===== src/rtl/parallel_transfer_pipe.sv =====
// Parametrised WIDTH x DEPTH register chain with shift and broadcast transfer modes,
// per-stage valid bits and a registered fill count / full flag.
module parallel_transfer_pipe #(
  parameter int WIDTH = 4,
  parameter int DEPTH = 2
) (
  input  logic                         clk,
  input  logic                         rst,
  input  logic                         en,
  input  logic                         mode,
  input  logic                         clr,
  input  logic [WIDTH-1:0]             data_in,
  input  logic                         in_valid,
  output logic [WIDTH*DEPTH-1:0]       stages,
  output logic [DEPTH-1:0]             stage_valid,
  output logic [WIDTH-1:0]             data_out,
  output logic                         out_valid,
  output logic [$clog2(DEPTH+1)-1:0]   fill,
  output logic                         full
);

  localparam int FW = $clog2(DEPTH+1);
  localparam logic [FW-1:0] FILL_MAX = FW'(DEPTH);

  logic [WIDTH*DEPTH-1:0] stages_q, stages_d;
  logic [DEPTH-1:0]       stage_valid_q, stage_valid_d;
  logic [FW-1:0]          fill_q, fill_d;
  logic                   full_q, full_d;

  // fill is tracked incrementally so it stays equal to popcount(stage_valid) every cycle
  always_comb begin
    stages_d      = stages_q;
    stage_valid_d = stage_valid_q;
    fill_d        = fill_q;
    if (clr) begin
      stage_valid_d = '0;
      fill_d        = '0;
    end else if (en) begin
      if (mode) begin
        stages_d      = {DEPTH{data_in}};
        stage_valid_d = {DEPTH{in_valid}};
        fill_d        = in_valid ? FILL_MAX : '0;
      end else begin
        stages_d      = {stages_q[WIDTH*(DEPTH-1)-1:0], data_in};
        stage_valid_d = {stage_valid_q[DEPTH-2:0], in_valid};
        fill_d        = fill_q + FW'(in_valid) - FW'(stage_valid_q[DEPTH-1]);
      end
    end
    full_d = (fill_d == FILL_MAX);
  end

  always_ff @(posedge clk or posedge rst) begin
    if (rst) begin
      stages_q      <= '0;
      stage_valid_q <= '0;
      fill_q        <= '0;
      full_q        <= 1'b0;
    end else begin
      stages_q      <= stages_d;
      stage_valid_q <= stage_valid_d;
      fill_q        <= fill_d;
      full_q        <= full_d;
    end
  end

  assign stages      = stages_q;
  assign stage_valid = stage_valid_q;
  assign data_out    = stages_q[WIDTH*(DEPTH-1) +: WIDTH];
  assign out_valid   = stage_valid_q[DEPTH-1];
  assign fill        = fill_q;
  assign full        = full_q;

endmodule


===== config.mk =====
export PLATFORM = sky130hd
export DESIGN_NAME = parallel_transfer_pipe
export DESIGN_NICKNAME = d
export VERILOG_FILES = /design/src/rtl/parallel_transfer_pipe.sv
export SDC_FILE = /design/constraint.sdc
export NUM_CORES = 1
export LEC_CHECK = 0
export ABC_CLOCK_PERIOD_IN_PS = 4800
export BUFFER_PORTS_ARGS = -buffer_cell sky130_fd_sc_hd__buf_2
export CAP_MARGIN = 20
export CORE_MARGIN = 1.5
export CORE_UTILIZATION = 49
export DETAILED_ROUTE_END_ITERATION = 7
export PLACE_DENSITY = 0.93
export SETUP_SLACK_MARGIN = 0.1
export SYNTH_ARGS = -nofsm -noshare
export SYNTH_HDL_FRONTEND = slang
export SYNTH_SLANG_ARGS = --single-unit

===== constraint.sdc =====
create_clock -name clk -period 4.8 [get_ports clk]
set_clock_uncertainty 0.2 [all_clocks]
set_input_delay 0.24 -clock clk [delete_from_list [all_inputs] [get_ports clk]]
set_output_delay 0.24 -clock clk [all_outputs]
set_load 0.005 [all_outputs]

==> impl_metrics.env <==
export IMPL_synth_xor_xnor_area_share_pct=1.30
export IMPL_yosys_warnings=0
export IMPL_syn_nets=74
export IMPL_drv_slew=0
export IMPL_timing_max_cap_violations=0
export IMPL_min_period_ps=1930
export IMPL_fp_coreArea_um2=1280
export IMPL_setup_tns_ps=0
export IMPL_p_leak_nw=0.448
export IMPL_synth_adder_area_share_pct=3.70
export IMPL_tritoncts="yes"
export IMPL_synth_seq_area_share_pct=48.1
export IMPL_crit_buf_inv=1
export IMPL_worst_path_largest_cell_delay_ps=410
export IMPL_synth_simple_area_share_pct=10.4
export IMPL_first_pass_iters=4
export IMPL_synth_area_leaders="dfrtp_1, mux2i_1, mux2_1, buf_4, ha_1"
export IMPL_worstPathMaxFanout=4
export IMPL_slew_headroom_pct=67.6
export IMPL_worstMarginPinSlew_ps=485
export IMPL_synth_area_mux_share_pct=15.6
export IMPL_worstPathArrival_ps=1940
export IMPL_period_share_pct=40.2
export IMPL_grt_overflow=0
export IMPL_dpl_cell_area_um2=777
export IMPL_path_class="reg -> reg"
export IMPL_drive_gt1_share_pct=36.0
export IMPL_rsz0062_at_grt="no"
export IMPL_synthDistinctLibCells=22
export IMPL_final_area_um2=815
export IMPL_grt_pass1_wl_um=2170
export IMPL_final_cell_mix="buf_2, dfrtp_1, mux2i_1"
export IMPL_required_ps=4810
export IMPL_hold_class="in -> reg"
export IMPL_rows=13
export IMPL_final_common_cell="buf_2"
export IMPL_clock_path_buffers=2
export IMPL_clk_pin_slew_ps=80
export IMPL_synth_top_area_cell="dfrtp_1"
export IMPL_critical_path_cell_chain="ha_1, inv_1, ha_1, xor2_1, a311oi_1, o311a_1"
export IMPL_root_buffer="clkbuf_4"
export IMPL_hpwl_um=1080
export IMPL_die_y_um=40.1
export IMPL_via_per_inst=5.35
export IMPL_critical_path_top_delay_family="compound AO/OA/AOI/OAI gates"
export IMPL_end_kind="register"
export IMPL_synth_top_family_by_area="multiplexers"
export IMPL_n_antenna_cell=0
export IMPL_slowest_stage="dfrtp_1"
export IMPL_die_w_um=40.1
export IMPL_first_iter_violations=17
export IMPL_drtAntennaViolNets=0
export IMPL_grt_max_degree=14
export IMPL_htreeDepth=1
export IMPL_track_usage_pct=21.0
export IMPL_postSynthAreaPerCell_um2=10.9
export IMPL_final_nets=99
export IMPL_start_util_pct=52.6
export IMPL_clkLatencyLatePin_ps=270
export IMPL_power_density_nw_per_um2=318
export IMPL_peakVddDrop_v=0.000187
export IMPL_portBuffers=27
export IMPL_cts_sinks=13
export IMPL_setup_viol=0
export IMPL_cts_inserted_buffers=3
export IMPL_cp_start_kind="register"
export IMPL_max_freq_mhz=519
export IMPL_wire_per_inst_um=14.1
export IMPL_hold_viol=0
export IMPL_die_area_um2=1610
export IMPL_place_congestion=0.763
export IMPL_antenna_found_initial=0
export IMPL_syn2layout_area_growth_pct=20.6
export IMPL_yosys_area_top_type_share_pct=48.1
export IMPL_grt_pass1_vias=483
export IMPL_fill_cells=93
export IMPL_status="finished, final reports clean"
export IMPL_worst_path_most_repeated_cell="ha_1"
export IMPL_ys_seq_elements=13
export IMPL_drc=0
export IMPL_drt_wl_total_um=1420
export IMPL_syn_area_um2=676
export IMPL_pin_count=28
export IMPL_synth_cells=62
export IMPL_synth_compound_area_share_pct=11.5
export IMPL_vias=540
-- sequential cells by signal, summed over array words and instances, names as in the netlist --
signal       flops
fill             2
full             1
stage_valid      2
stages           8
-- report_power, final --
group / internal, mW / switching [mW] / total (mW)
Sequential: 0.123 / 0.00998 / 0.133
Clock: 0.0308 / 0.0345 / 0.0654
Combinational: 0.0300 / 0.0304 / 0.0605
Total: 0.184 / 0.0749 / 0.259
-- layer usage --
layer / part of all wire, % / wire length (µm) / up-vias / GRT usage, %
met5: 0 / 0 / - / 0
met2: 50 / 714 / 22 / 33.5
li1: - / - / 260 / -
met1: 43 / 617 / 256 / 26.3
met3: 4.9 / 70 / 2 / 1.67
met4: 1.4 / 20 / 0 / 15.5
-- worst paths after layout --
kind / cells past startpoint / slack [ps] / startpoint / end
worst max-delay path: 6 / 2870 / stage_valid[1]$_DFFE_PP0P_ / full$_DFF_PP0_
min in group asynchronous: 3 / 320 / rst / stages[4]$_DFFE_PP0P_
max in group asynchronous: 3 / 3750 / rst / stages[7]$_DFFE_PP0P_
worst min register to register: 2 / 300 / stages[6]$_DFFE_PP0P_ / stages[6]$_DFFE_PP0P_
worst max register to register: 6 / 2870 / stage_valid[1]$_DFFE_PP0P_ / full$_DFF_PP0_
worst min-delay path: 2 / 10 / clr / stage_valid[1]$_DFFE_PP0P_
-- synth_stat cells --
cell type  count
dfrtp_1       13
mux2i_1        6
buf_4          5
nand2_1        5
mux2_1         4
nor2_1         4
o21ai_1        4
buf_2          3
inv_1          3
ha_1           2
nor2b_1        2
a211oi_1       1
a2bb2oi_1      1
a311oi_1       1
a31oi_1        1
and3b_1        1
nand2b_1       1
nand4b_1       1
o21bai_1       1
o221ai_1       1
o311a_1        1
xor2_1         1
-- area by class of cell --
class                      instances  area [µm²]  area share (%)
clock buffer                       3        22.5            2.76
clock inverter                     1        5.00           0.614
inverter                           3        11.3            1.38
multi-input combinational         38         287            35.2
sequential                        13         325            39.9
tap                               15        18.8            2.30
timing repair buffer              28         145            17.8
-- through the flow --
step / utilization, % / power, mW / setup slack, ps / hold slack (ps) / instances
2_1_floorplan: - / 0.173 / 3050 / -83.0 / 62
3_3_place_gp: 60.5 / 0.191 / 3060 / 71.8 / 96
3_5_place_dp: 60.5 / 0.195 / 2890 / 80.3 / 96
4_1_cts: 63.4 / 0.261 / 2870 / 0.605 / 101
5_1_grt: 63.4 / 0.277 / 2800 / 6.30 / 101
6_report: 63.4 / 0.259 / 2870 / 11.8 / 101
-- timing repair --
action / CTS / global route
buffers inserted: 0 / 0
hold endpoints to repair: 13 / 0
hold buffers: 1 / 0
gates resized for setup: 0 / 0
-- kinds of logic (layout without fill, tap and decap cells) --
logic type,Yosys count,after routing
compound gates,11,11
xor+xnor,1,1
fa+ha+maj,2,2
buf+inv,11,35
flops,13,13
mux,10,10
simple gates,14,14
(Power assumes the default switching activity.)
